--- config.mk ---
export PLATFORM = sky130hd
export DESIGN_NAME = m_ptw_mem_arbiter
export DESIGN_NICKNAME = d
export VERILOG_FILES = /design/src/rtl/m_ptw_mem_arbiter.sv
export SDC_FILE = /design/constraint.sdc
export NUM_CORES = 1
export LEC_CHECK = 0
export BUFFER_PORTS_ARGS = -buffer_cell sky130_fd_sc_hd__buf_2
export CAP_MARGIN = 0
export CORE_UTILIZATION = 51
export CTS_CLUSTER_DIAMETER = 150
export DETAILED_ROUTE_END_ITERATION = 10
export PLACE_DENSITY = 0.82
export SYNTH_ARGS = -nofsm -noshare
export SYNTH_HDL_FRONTEND = slang
export SYNTH_SLANG_ARGS = --single-unit
--- constraint.sdc ---
create_clock -name CLK -period 1.8 [get_ports CLK]
set_input_delay 0.18 -clock CLK [delete_from_list [all_inputs] [get_ports CLK]]
set_output_delay 0.18 -clock CLK [all_outputs]
set_load 0.05 [all_outputs]
--- src/rtl/m_ptw_mem_arbiter.sv ---
// Memory-side arbiter for the MMU page walker: shares one DRAM request port between walk reads,
// posted A/D write-backs and CPU accesses, and produces the walker's busy/read-data pair.
module m_ptw_mem_arbiter #(
   parameter int unsigned ADDR_WIDTH = 32,
   parameter int unsigned DATA_WIDTH = 32
) (
   input  logic                  CLK,
   input  logic                  RST_X,
   input  logic [2:0]            i_pw_state,
   input  logic                  i_pte_acs,
   input  logic [ADDR_WIDTH-1:0] i_pte_addr,
   input  logic                  i_pte_we,
   input  logic [DATA_WIDTH-1:0] i_pte_wdata,
   output logic                  o_busy,
   output logic [DATA_WIDTH-1:0] o_pte_rdata,
   input  logic                  i_cpu_req,
   input  logic                  i_cpu_we,
   input  logic [ADDR_WIDTH-1:0] i_cpu_addr,
   input  logic [DATA_WIDTH-1:0] i_cpu_wdata,
   output logic                  o_cpu_ack,
   output logic [DATA_WIDTH-1:0] o_cpu_rdata,
   output logic                  o_dram_req,
   output logic                  o_dram_we,
   output logic [ADDR_WIDTH-1:0] o_dram_addr,
   output logic [DATA_WIDTH-1:0] o_dram_wdata,
   input  logic                  i_dram_ready,
   input  logic                  i_dram_valid,
   input  logic [DATA_WIDTH-1:0] i_dram_rdata
);

   typedef enum logic [1:0] {StIdle, StReq, StWait} state_e;
   typedef enum logic [1:0] {OwnPtwRd, OwnPtwWr, OwnCpu} owner_e;

   state_e                state_q;
   owner_e                owner_q;
   logic                  wbuf_v_q;
   logic [ADDR_WIDTH-1:0] wbuf_addr_q;
   logic [DATA_WIDTH-1:0] wbuf_data_q;
   logic                  r_ok_q;
   logic [ADDR_WIDTH-1:0] r_pte_addr_q;

   logic walk_rd;
   logic addr_latch;
   logic wb_capture;

   assign walk_rd    = (i_pw_state == 3'd1) || (i_pw_state == 3'd3);
   assign addr_latch = i_pte_acs && ((i_pw_state == 3'd0) || (i_pw_state == 3'd2));
   assign wb_capture = (i_pw_state == 3'd5) && i_pte_we && i_pte_acs;

   assign o_busy = (state_q != StIdle) || wbuf_v_q || (walk_rd && !r_ok_q);

   // DRAM request fields are registered at grant and zeroed once accepted.
   always_ff @(posedge CLK or negedge RST_X) begin
      if (!RST_X) begin
         state_q      <= StIdle;
         owner_q      <= OwnPtwRd;
         wbuf_v_q     <= 1'b0;
         wbuf_addr_q  <= '0;
         wbuf_data_q  <= '0;
         r_ok_q       <= 1'b0;
         r_pte_addr_q <= '0;
         o_pte_rdata  <= '0;
         o_cpu_ack    <= 1'b0;
         o_cpu_rdata  <= '0;
         o_dram_req   <= 1'b0;
         o_dram_we    <= 1'b0;
         o_dram_addr  <= '0;
         o_dram_wdata <= '0;
      end else begin
         o_cpu_ack <= 1'b0;
         if (addr_latch) r_pte_addr_q <= i_pte_addr;
         if (!walk_rd) r_ok_q <= 1'b0;

         unique case (state_q)
            StIdle: begin
               if (wbuf_v_q) begin
                  state_q      <= StReq;
                  owner_q      <= OwnPtwWr;
                  o_dram_req   <= 1'b1;
                  o_dram_we    <= 1'b1;
                  o_dram_addr  <= wbuf_addr_q;
                  o_dram_wdata <= wbuf_data_q;
               end else if (walk_rd && !r_ok_q) begin
                  state_q      <= StReq;
                  owner_q      <= OwnPtwRd;
                  o_dram_req   <= 1'b1;
                  o_dram_we    <= 1'b0;
                  o_dram_addr  <= r_pte_addr_q;
                  o_dram_wdata <= '0;
               // The ack cycle still sees the old request level, so it must not regrant.
               end else if (i_cpu_req && (i_pw_state == 3'd0) && !o_cpu_ack) begin
                  state_q      <= StReq;
                  owner_q      <= OwnCpu;
                  o_dram_req   <= 1'b1;
                  o_dram_we    <= i_cpu_we;
                  o_dram_addr  <= i_cpu_addr;
                  o_dram_wdata <= i_cpu_we ? i_cpu_wdata : '0;
               end
            end
            StReq: begin
               if (i_dram_ready) begin
                  state_q      <= StWait;
                  o_dram_req   <= 1'b0;
                  o_dram_we    <= 1'b0;
                  o_dram_addr  <= '0;
                  o_dram_wdata <= '0;
               end
            end
            StWait: begin
               if (i_dram_valid) begin
                  state_q <= StIdle;
                  unique case (owner_q)
                     OwnPtwRd: begin
                        o_pte_rdata <= i_dram_rdata;
                        if (walk_rd) r_ok_q <= 1'b1;
                     end
                     OwnPtwWr: wbuf_v_q <= 1'b0;
                     OwnCpu: begin
                        o_cpu_rdata <= i_dram_rdata;
                        o_cpu_ack   <= 1'b1;
                     end
                     default: ;
                  endcase
               end
            end
            default: state_q <= StIdle;
         endcase

         // A fresh write-back overrides completion of an older one.
         if (wb_capture) begin
            wbuf_v_q    <= 1'b1;
            wbuf_addr_q <= i_pte_addr;
            wbuf_data_q <= i_pte_wdata;
         end
      end
   end

endmodule

Word level (Yosys, flattened, before mapping)

Cells that the tools add are included.

Flip-flop bits (word level): 233
Output and inout bits: 132
Word-level logic and storage cells: 92

Equal/unequal tests: 11
Multiplexer cells: 40
Reduce and logical (&&, ||, !) cells: 27

Operators by type and width:

| cell               | number |
|---|---|
| $mux 32            | 8 |
| $pmux 32 s2        | 2 |
| $mux 1             | 19 |
| $mux 2             | 8 |
| $reduce_and 3->1   | 5 |
| $reduce_bool 2->1  | 5 |
| $eq 3x2->1 const B | 2 |
| $logic_and 1x1->1  | 6 |
| $pmux 2 s3         | 1 |
| $eq 2x1->1 const B | 2 |
| $eq 2x2->1 const B | 2 |
| $logic_not 2->1    | 2 |
| $logic_or 1x1->1   | 4 |
| $ne 2x2->1 const B | 2 |
| $ne 4x4->1 const B | 1 |
| $pmux 1 s2         | 2 |
| $eq 3x1->1 const B | 1 |
| $eq 3x3->1 const B | 1 |
| $logic_not 3->1    | 1 |
| $reduce_bool 3->1  | 1 |
| $logic_not 1->1    | 2 |
| $reduce_and 2->1   | 1 |

Longest topological paths before layout

Gate-level depths: netlist of the first run.

Word-level depth: 7
Gate-level depth with buffers: 7

Worst setup path after synthesis of the first run

OpenSTA, ideal clock, no wires.

Path kind: reg-to-reg
Start point: register o_cpu_ack
End point: register o_dram_wdata[10]
Arrival time: 1802 ps
Data required time: 1674 ps
Path slack: -128 ps
Stages on the path, launching flop included: 7
Buffers on the path: 2
Clock period less this slack: 1928 ps
Cells stage by stage: dfrtp_1 nand2b_1 nor4_4 o41ai_2 buf_2 buf_4 a221o_1

Longest elaborated chain between the ends: 4

Ends and longest elaborated chain:

| what                       | RTL line | text |
|---|---|---|
| start: declaration         | 20       | `output logic o_cpu_ack,` |
| start signal: assignment   | 63       | `o_cpu_ack <= 1'b0;` |
| start signal: assignment   | 70       | `o_cpu_ack <= 1'b0;` |
| start signal: assignment   | 120      | `o_cpu_ack <= 1'b1;` |
| $logic_not 1->1            | 91       | `end else if (i_cpu_req && (i_pw_state == 3'd0) && !o_cpu_ack) begin` |
| $logic_and 1x1->1          | 91       |  |
| $ne 4x4->1 (no line)       | --       |  |
| $reduce_and 3->1 (no line) | --       |  |
| end signal: assignment     | 82       | `o_dram_wdata <= wbuf_data_q;` |
| end signal: assignment     | 97       | `o_dram_wdata <= i_cpu_we ? i_cpu_wdata : '0;` |
| end: declaration           | 25       | `output logic [DATA_WIDTH-1:0] o_dram_wdata,` |

No other way between the ends.
A chain may end at the register's enable or synchronous reset.

Worst setup path in the final report of the first run

Start point: input i_pw_state[2]
End point: register o_dram_addr[9]

Longest elaborated chain between the ends: 6

Ends and longest elaborated chain:

| what                                     | RTL line | text |
|---|---|---|
| start: declaration                       | 9        | `input logic [2:0] i_pw_state,` |
| $eq 3x1->1 or $eq 3x2->1 (tied branches) | 46       | `assign walk_rd = (i_pw_state == 3'd1) \|\| (i_pw_state == 3'd3);` |
| $logic_or 1x1->1                         | 46       |  |
| $logic_and 1x1->1                        | 83       | `end else if (walk_rd && !r_ok_q) begin` |
| $mux 32                                  | 83       |  |
| $mux 32                                  | 76       | `if (wbuf_v_q) begin` |
| $pmux 32 s2                              | 74       | `unique case (state_q)` |
| end signal: assignment                   | 81       | `o_dram_addr <= wbuf_addr_q;` |
| end signal: assignment                   | 88       | `o_dram_addr <= r_pte_addr_q;` |
| end signal: assignment                   | 96       | `o_dram_addr <= i_cpu_addr;` |
| end: declaration                         | 24       | `output logic [ADDR_WIDTH-1:0] o_dram_addr,` |

Parallel ways exist; a longest one is shown, timed or not.

==> impl_results.md, run 1 <==
- Status: finished, violations left
- Failing checks: setup timing
- Sequential area share after synthesis: 0.607
- Drt drc: 0
- GRT overflow: 0
- Clk_skew: 0.00687 ns
- Std-Cell Core Area: 18200 µm²
- Hold Vio Cnt, Final: 0
- Dpl ws: 0.0295 ns
- Chip Height: 139 µm
- Hold Path Class: input port to flop
- CP startpoint kind: input port
- Clk Latency, worst-skew pair: 0.51 ns
- CTS max path bufs: 3
- Final Max Slew Viols: 0
- Peak VDD IR: 1.23 mV
- Setup TNS: -0.0477 ns
- Placed insts: 1152
- Total global-route track usage: 0.282
- Max cap viols: 0
- Met2 usage: 0.494
- Area Overhead vs Synth: 45.4%
- Final Non-Filler Cells: 1333
- PortBufs: 302
- Required time worst endpoint: 2.18 ns
- Cell area power density: 1730 nW/µm²
- DR WL/cell: 20.6 µm
- Worst-margin pin slew: 0.431 ns
- Clk slew on worst S/H paths: 0.06 ns
- Yosys warning total: 0
- Synth async-reset ratio: 1.00
- Syn nets: 806
- Mapped Cells: 635
- FMAX: 547 MHz
- Main synth FF type: dfrtp_1
- Reg2Reg Setup Slack: -0.01 ns
- Fin Hold WS: 0.0813 ns
- Htree depth: 1
- CP Data Arrival Time: 2.21 ns
- Crit share post-route: 1.02
- WS Path Type: input port to flop
- Initial antenna violation count: 3
- Layout net count: 1260
- Relative max-transition margin: 0.713
- Starting Density: 0.528
- Critical path capture point type: flop
- EDFF count, synth: 0
- LEAKAGE: 7.00 nW
- Vias: 7383
- Share of cells above drive strength 1: 0.531
- Synth top cells by count: 233 x dfrtp_1, 192 x mux2_2, 33 x and3_1, 33 x o2bb2ai_1
- Top-area cell type share of the netlist area: 0.607
- Clock root buffer: clkbuf_16
- Gp weighted congestion: 0.813
- Avg Cell Area, Syn: 15.1 µm²
- RSZ-0062 raised after global routing: true
- GR Util met1: 0.337
- Min cycle time layout: 1.83 ns
- WL final: 27500 µm
- # setup viols final: 3
- CTS tree: yes
- Inserted Clock Buffers: 24
- Top-count cell post-synth: dfrtp_1
- Unique cell type count in the Yosys netlist: 32
- Sink Count: 233
- Top-Level Pins: 303
- Starting DRT DRC Count: 293
- Area leader, netlist: dfrtp_1
- Most used routing layer: met2
- Fill count: 1084
- Final WS setup: -0.0293 ns
- Post-Syn Area: 9610 µm²
- Drt pass-1 iters: 5
- Vias per cell: 5.54
- Largest net degree at the start of global routing: 51
- Antenna-violating nets left: 0
- First-pass GRT wire length: 43100 µm
- Crit path max fanout: 21
- Vias in the first global route: 8035
- DIE AREA: 19400 µm²
- Rows: 49
- DIE WIDTH: 139 µm
- Synth top area cells: dfrtp_1 61%, mux2_2 22%, a221o_1 3.3%, mux2i_1 3.3%, o2bb2ai_1 3.0%
- Register bit total from synthesis: 233
- DPL Wire Length: 16500 µm
- Met3 usage: 0.0602
-- worst max-delay path: stages --
cell and delay [ns]:
dlygate4sd3_1 0.55, clkbuf_4 0.19, nor3b_4 0.31, buf_6 0.16, buf_12 0.17, mux2_2 0.36, mux2i_1 0.19, o2bb2ai_2 0.08
-- what timing repair did --
item                                   4_1_cts  5_1_grt
pin swaps                                    2        3
endpoints found under the hold margin      393        0
gates resized for setup                      5       24
setup endpoints to repair                    1       68
setup buffers                                2        3
cloned                                       0        3
hold buffers                               134        0
-- path summary, 6_finish.rpt --
check / start / depth (start not counted) / to
worst max-delay path: i_pw_state[2] / 8 / o_dram_addr[9]
worst min-delay path: i_cpu_addr[2] / 4 / o_dram_addr[2]
worst max register to register: r_ok_q / 6 / o_dram_addr[9]
worst min register to register: o_dram_addr[23] / 1 / o_dram_addr[23]
max in group asynchronous: RST_X / 3 / wbuf_v_q
min in group asynchronous: RST_X / 2 / o_cpu_rdata[15]
-- logic make-up after synthesis --
group / Yosys count / synth area share
buf+inv: 49 / 0.0259
mux: 224 / 0.258
simple gates: 55 / 0.0376
flops: 233 / 0.607
compound gates: 74 / 0.0716
-- stage by stage --
stage	util	total power, mW	area, µm²
floorplan	-	15.3	9620
global placement	0.638	17.9	11600
detailed placement	0.638	18.2	11600
CTS	0.756	23.5	13800
global route	0.767	25.1	14000
finish	0.767	24.1	14000
-- power breakdown --
part | internal (mW) | total (mW) | switching [mW] | leakage [nW]
Combinational | 3.74 | 11.0 | 7.30 | 3.67
Clock | 3.08 | 5.05 | 1.97 | 0.385
Sequential | 6.98 | 8.00 | 1.02 | 2.95
-- cells in the final DEF, fill, tap and decap left out, types with 2 or more instances in the layout --
cell	count
inv_1	3
a221o_1	32
dfrtp_1	231
buf_8	3
a21oi_1	2
nor2_1	2
clkbuf_16	27
nor4_4	2
buf_6	6
clkbuf_1	8
o2bb2ai_2	9
dlygate4sd3_1	134
and3_1	33
buf_12	12
o2bb2ai_1	23
buf_2	299
mux2i_1	32
nand2b_1	3
buf_4	16
mux2_2	187
bufinv_16	3
dfrtp_2	2
o21ai_0	2
mux2_4	5
nand2_1	4
clkbuf_8	3
-- registers in the layout, summed over array words and instances, names as in the netlist --
| signal | cells |
|---|---|
| o_dram_addr | 32 |
| state_q | 2 |
| wbuf_v_q | 1 |
| o_dram_we | 1 |
| o_dram_wdata | 32 |
| o_pte_rdata | 32 |
| o_cpu_ack | 1 |
| o_cpu_rdata | 32 |
| owner_q | 2 |
| wbuf_addr_q | 32 |
| r_pte_addr_q | 32 |
| o_dram_req | 1 |
| wbuf_data_q | 32 |
| r_ok_q | 1 |
-- cell type report --
class | instances | area (µm²) | share of cell area
antenna | 1 | 2.50 | 0.000179
inverter | 4 | 15.0 | 0.00107
clock inverter | 4 | 95.1 | 0.00681
sequential | 233 | 5830 | 0.418
timing repair buffer | 473 | 3370 | 0.241
multi-input combinational | 353 | 3670 | 0.263
clock buffer | 36 | 697 | 0.0499
tap | 229 | 287 | 0.0205
-- routing by layer --
| layer | part of all wire | vias to the layer above |
|---|---|---|
| met5 | 0.00040 | - |
| met4 | 0.045 | 2 |
| met3 | 0.067 | 89 |
| met2 | 0.50 | 309 |
| met1 | 0.38 | 3715 |
| li1 | - | 3268 |
No activity file was read; power rests on OpenSTA's default activity.
==> run 2, diff against run 1 <==
--- a/config.mk
+++ b/config.mk
@@ -7,10 +7,12 @@
 export LEC_CHECK = 0
 export BUFFER_PORTS_ARGS = -buffer_cell sky130_fd_sc_hd__buf_2
 export CAP_MARGIN = 0
-export CORE_UTILIZATION = 51
+export CORE_UTILIZATION = 53
+export CTS_BUF_LIST = sky130_fd_sc_hd__clkbuf_8
 export CTS_CLUSTER_DIAMETER = 150
 export DETAILED_ROUTE_END_ITERATION = 10
-export PLACE_DENSITY = 0.82
+export HOLD_SLACK_MARGIN = 0.15
+export PLACE_DENSITY = 0.85
 export SYNTH_ARGS = -nofsm -noshare
 export SYNTH_HDL_FRONTEND = slang
 export SYNTH_SLANG_ARGS = --single-unit
==> run 2 against run 1 <==
  * The flow still finishes with violations (setup timing)
  * Sequential power up 3.7%
  * First-iteration DRC count increased by 70%
  * Via count up 13%
  * Critical path type is now flop to flop
  * Highest routed layer unchanged
  * Critical endpoint is now o_dram_wdata[8]
==> impl_results.md, run 2 (synthesis results as in run 1) <==
- Status: finished, violations left
- Failing checks: setup timing
- Clock root buffer: clkbuf_8
- Vias: 8321
- Htree depth: 2
- Drt pass-1 iters: 7
- WS Path Type: flop to flop
- Largest stage delay, worst path: 0.40 ns
- Most frequent cells in the layout: 299 x buf_2, 231 x dfrtp_1, 166 x dlygate4sd3_1, 150 x mux2_2, 50 x clkbuf_8
- WL final: 35800 µm
- RSZ-0062 raised after global routing: true
- Starting Density: 0.550
- Worst flop-to-flop path startpoint: o_cpu_ack
- Hold Vio Cnt, Final: 0
- Max stage delay cell, worst path: dfrtp_2
- Placed insts: 1140
- CP startpoint kind: flop
- LEAKAGE: 7.45 nW
- Inserted Clock Buffers: 39
- Relative max-transition margin: 0.679
- Crit share post-route: 1.06
- GRT overflow: 0
- Core occupancy in the finished layout: 0.850
- Chip Height: 137 µm
- Wl on met1: 12700 µm
- Layout net count: 1318
- Critical path capture point type: flop
- RR Endpoint: o_dram_wdata[8]
- DIE WIDTH: 137 µm
- DPL Wire Length: 16200 µm
- Required time worst endpoint: 2.19 ns
- Fill count: 752
- Cell area power density: 1730 nW/µm²
- Area Overhead vs Synth: 54.6%
- Starting DRT DRC Count: 499
- Reg2Reg Setup Slack: -0.11 ns
- DR WL met3: 2820 µm
- Top-Level Pins: 303
- # setup viols final: 70
- Worst setup path startpoint: o_cpu_ack
- CP Data Arrival Time: 2.31 ns
- CTS max path bufs: 3
- Peak VDD IR: 1.64 mV
- Clk slew on worst S/H paths: 0.07 ns
- Routed met2 length: 18300 µm
- Vias in the first global route: 8648
- Worst-margin pin slew: 0.480 ns
- Clk_skew: 0.0284 ns
- Clk Latency, worst-skew pair: 0.54 ns
- Reg2reg path depth: 7
- Vias per cell: 5.95
- Finished Cell Area: 14900 µm²
- Final Non-Filler Cells: 1399
- Std-Cell Core Area: 17500 µm²
- Antenna-violating nets left: 0
- Top cell by count, worst path: buf_4
- Max cap viols: 0
- Gp weighted congestion: 0.795
- Initial antenna violation count: 4
- Most common cell after layout, fill and taps aside: buf_2
- PortBufs: 302
- Min cycle time layout: 1.91 ns
- Top routing layer in use: met5
- CTS tree: yes
- First-pass GRT wire length: 47500 µm
- FMAX: 523 MHz
- Drt drc: 0
- Critical path, cell by cell: nand2b_4 -> nor4_4 -> buf_4 -> o41ai_4 -> buf_4 -> clkbuf_16 -> a221o_1
- Pwr Total: 25.7 mW
- Share of cells above drive strength 1: 0.554
- Cell Area, Placed: 11600 µm²
- DR WL/cell: 25.6 µm
- Total global-route track usage: 0.338
- Crit path max fanout: 8
- Sink Count: 233
- Final WS setup: -0.113 ns
- Rows: 48
- Largest net degree at the start of global routing: 66
- Final Max Slew Viols: 0
- DIE AREA: 18700 µm²
- Hold Path Class: input port to asynchronous set/reset pin
## run 2: cell count changes in the layout (fill, tap and decap cells not counted), sizes merged
cell          delta
clkbuf          +19
dlymetal6s4s     +1
diode            +2
clkinv           +4
buf              +5
dlygate4sd3     +32
bufinv           -2
inv              +9
## run 2: worst max-delay path by stage
stage,endpoint,depth (start not counted),slack [ns]
3_5_place_dp,o_dram_addr[11],6,0.06
2_1_floorplan,o_dram_wdata[10],6,-0.002
3_3_place_gp,o_dram_wdata[1],6,0.13
4_1_cts,o_busy,5,-0.01
6_report,o_dram_wdata[8],7,-0.11
5_1_grt,o_dram_wdata[8],7,-0.16
## run 2: report_power, final
part / internal (mW) / switching [mW]
clock network: 2.62 / 2.18
logic: 4.48 / 8.12
registers: 6.99 / 1.31
total: 14.1 / 11.6
## run 2: cell type report
cell class / instances / area [µm²] / area share
inverters: 4 / 15.0 / 0.00101
clock inverters: 15 / 88.8 / 0.00598
clock buffers: 50 / 688 / 0.0463
repair buffers: 516 / 3940 / 0.265
diodes: 3 / 7.51 / 0.000505
flip-flops and latches: 233 / 5830 / 0.393
multi-input cells: 353 / 4010 / 0.270
well taps: 225 / 282 / 0.0189
## run 2: per-stage QoR
stage,hold WS (ns),worst slack [ns],setup TNS [ns]
detailed placement,0.132,0.0561,0
global route,0.181,-0.165,-7.25
floorplan,-0.116,-0.00177,-0.0353
finish,0.159,-0.113,-3.00
global placement,0.129,0.127,0
CTS,0.154,-0.00992,-0.0180
## run 2: timing repair
| item | in CTS | in global routing |
|---|---|---|
| hold endpoints to repair | 464 | 0 |
| gates resized for setup | 3 | 98 |
| cloned | 1 | 11 |
| hold buffers | 167 | 0 |
| endpoints found under the setup margin | 1 | 99 |
| pin swaps | 1 | 36 |
| buffers inserted | 6 | 9 |
## run 2: per-layer routing
layer | up-vias | track usage
li1 | 3400 | -
met1 | 4205 | 0.399
met2 | 548 | 0.582
met3 | 166 | 0.0778
met4 | 2 | 0.165
met5 | - | 0
## run 2: critical path, delay by kind of cell, from the launching register on
kind                   cells  cell delay (ns)
AOI/OAI and AO/OA          2             0.47
DFF                        1             0.40
and+or+nand+nor            2             0.36
buffers and inverters      3             0.54
==> run 3, diff against run 2 <==
--- a/config.mk
+++ b/config.mk
@@ -7,12 +7,12 @@
 export LEC_CHECK = 0
 export BUFFER_PORTS_ARGS = -buffer_cell sky130_fd_sc_hd__buf_2
 export CAP_MARGIN = 0
-export CORE_UTILIZATION = 53
+export CORE_UTILIZATION = 55
 export CTS_BUF_LIST = sky130_fd_sc_hd__clkbuf_8
 export CTS_CLUSTER_DIAMETER = 150
 export DETAILED_ROUTE_END_ITERATION = 10
 export HOLD_SLACK_MARGIN = 0.15
-export PLACE_DENSITY = 0.85
+export PLACE_DENSITY = 0.87
 export SYNTH_ARGS = -nofsm -noshare
 export SYNTH_HDL_FRONTEND = slang
 export SYNTH_SLANG_ARGS = --single-unit
==> constraint.sdc (replaced) <==
create_clock -name CLK -period 2.2 [get_ports CLK]
set_input_delay 0.22 -clock CLK [delete_from_list [all_inputs] [get_ports CLK]]
set_output_delay 0.22 -clock CLK [all_outputs]
set_load 0.05 [all_outputs]
==> run 3 against run 2 <==
  * The flow now finishes without violations
  * Combinational power down 32%
  * Non-clock buffer count down 29
  * Core utilization down 2.5 points
==> impl_results.md, run 3 (synthesis results as in run 1) <==
- Min cycle time layout: 2.10 ns
- Pint: 10.3 mW
- RSZ-0062 raised after global routing: false
- Clk_skew: 0.0275 ns
- Final Max Slew Viols: 0
- Clk Latency, worst-skew pair: 0.53 ns
- Chip Height: 134 µm
- Clock root buffer: clkbuf_8
- Starting Density: 0.571
- Vias per cell: 5.66
- Core occupancy in the finished layout: 0.825
- Gate power share: 0.453
- Crit share post-route: 0.953
- Worst flop-to-flop path startpoint: r_ok_q
- Initial antenna violation count: 2
- Relative max-transition margin: 0.671
- Top cell by count, worst path: buf_2
- Layout net count: 1289
- Htree depth: 2
- Largest stage delay, worst path: 0.55 ns
- WS Path Type: input port to output pin
- Sequential Power Share: 0.354
- Share of cells above drive strength 1: 0.503
- # setup viols final: 0
- PortBufs: 302
- Critical path capture point type: output pin
- Largest net degree at the start of global routing: 62
- Std-Cell Core Area: 16800 µm²
- DIE WIDTH: 134 µm
- Peak VDD IR: 1.36 mV
- DIE AREA: 18000 µm²
- DPL Wire Length: 16300 µm
- Drt pass-1 iters: 7
- Hold Buf Count CTS: 165
- Worst setup path startpoint: i_pw_state[2]
- Required time worst endpoint: 1.98 ns
- Crit path capture: o_busy
- Most frequent cells in the layout: 301 x buf_2, 232 x dfrtp_1, 192 x mux2_2, 165 x dlygate4sd3_1, 45 x clkbuf_8
- Resized Gates After CTS: 0
- Drt drc: 0
- Fill count: 880
- Cell area power density: 1360 nW/µm²
- Area Overhead vs Synth: 44.4%
- Antenna-violating nets left: 0
- Gp weighted congestion: 0.793
- Psw: 8.61 mW
- FMAX: 477 MHz
- Sw frac: 0.456
- DR WL/cell: 22.1 µm
- Max stage delay cell, worst path: dlygate4sd3_1
- GRT overflow: 0
- Reg2reg path depth: 6
- Reg2Reg Setup Slack: 0.33 ns
- CTS tree: yes
- Critical path, cell by cell: dlygate4sd3_1 -> buf_2 -> nor3b_4 -> buf_4 -> nor4_2 -> inv_1 -> buf_2
- Post-CTS setup buffer count: 0
- Total global-route track usage: 0.345
- Top-Level Pins: 303
- Setup TNS: 0 ns
- Rows: 47
- Vias in the first global route: 8681
- Starting DRT DRC Count: 413
- Worst-margin pin slew: 0.494 ns
- Hold Vio Cnt, Final: 0
- First-pass GRT wire length: 46900 µm
- WL final: 30300 µm
- CP Data Arrival Time: 1.88 ns
- Clock share of power: 0.193
- CP startpoint kind: input port
- Most common cell after layout, fill and taps aside: buf_2
- Max cap viols: 0
- Clk slew on worst S/H paths: 0.06 ns
- Status: complete, no violations
- Inserted Clock Buffers: 39
- Crit path max fanout: 5
- RR Endpoint: o_dram_wdata[25]
- Hold Path Class: input port to flop
- Vias: 7762
- Sink Count: 233
- LEAKAGE: 7.03 nW
- CTS max path bufs: 3
run 3: cell types whose count changed in the layout (fill, tap and decap cells not counted), moves of 9 or more:
| cell | delta |
|---|---|
| o2bb2ai_2 | -26 |
| mux2_4 | -42 |
| mux2_2 | +42 |
| mux2i_1 | +11 |
| o2bb2ai_1 | +28 |
| inv_1 | +9 |
run 3: through the flow:
| stage | hold slack (ns) | area [µm²] | total power [mW] | instances | setup WS (ns) |
|---|---|---|---|---|---|
| global placement | 0.187 | 11500 | 14.5 | 1132 | 0.382 |
| detailed placement | 0.182 | 11500 | 14.7 | 1132 | 0.352 |
| floorplan | -0.0756 | 9610 | 12.5 | 635 | 0.272 |
| CTS | 0.163 | 13900 | 18.6 | 1368 | 0.0989 |
| global route | 0.179 | 13900 | 19.6 | 1370 | 0.0482 |
| finish | 0.187 | 13900 | 18.9 | 1372 | 0.104 |
run 3: critical path: cells and delay by family:
family | cells | cell delay, ns
AND/OR/NAND/NOR | 2 | 0.38
buffers and inverters | 5 | 1.28
run 3: layout make-up:
type | instances | area (µm²) | share of cell area
Timing Repair Buffer | 487 | 3450 | 0.248
Tap cell | 220 | 275 | 0.0198
Inverter | 4 | 15.0 | 0.00108
Clock inverter | 26 | 116 | 0.00838
Multi-Input combinational cell | 353 | 3560 | 0.257
Sequential cell | 233 | 5830 | 0.420
Antenna cell | 4 | 10.0 | 0.000721
Clock buffer | 45 | 619 | 0.0446
run 3: worst min-delay path by stage:
stage | start | slack [ns] | cells after the start | end
after detailed placement | RST_X | 0.18 | 1 | o_dram_wdata[9]
after global routing | i_cpu_addr[30] | 0.18 | 4 | o_dram_addr[30]
after CTS | i_cpu_addr[19] | 0.16 | 4 | o_dram_addr[19]
final | i_cpu_addr[30] | 0.19 | 4 | o_dram_addr[30]
after global placement | RST_X | 0.19 | 1 | o_dram_wdata[9]
after floorplan | RST_X | -0.08 | 0 | o_cpu_ack
run 3: power by group through the flow:
stage | Clock [mW] | Sequential, mW | Combinational (mW)
floorplan | 0 | 9.85 | 2.62
global route | 3.92 | 6.82 | 8.90
detailed placement | 0 | 6.59 | 8.13
global placement | 0 | 6.52 | 7.94
finish | 3.65 | 6.68 | 8.57
CTS | 3.65 | 6.55 | 8.38
run 3: metal layers:
layer	global-route usage	vias up	wire length, µm
met5	0	-	0
met4	0.199	0	1390
met3	0.0703	105	2020
met2	0.611	429	15700
met1	0.385	3897	11100
li1	-	3331	-
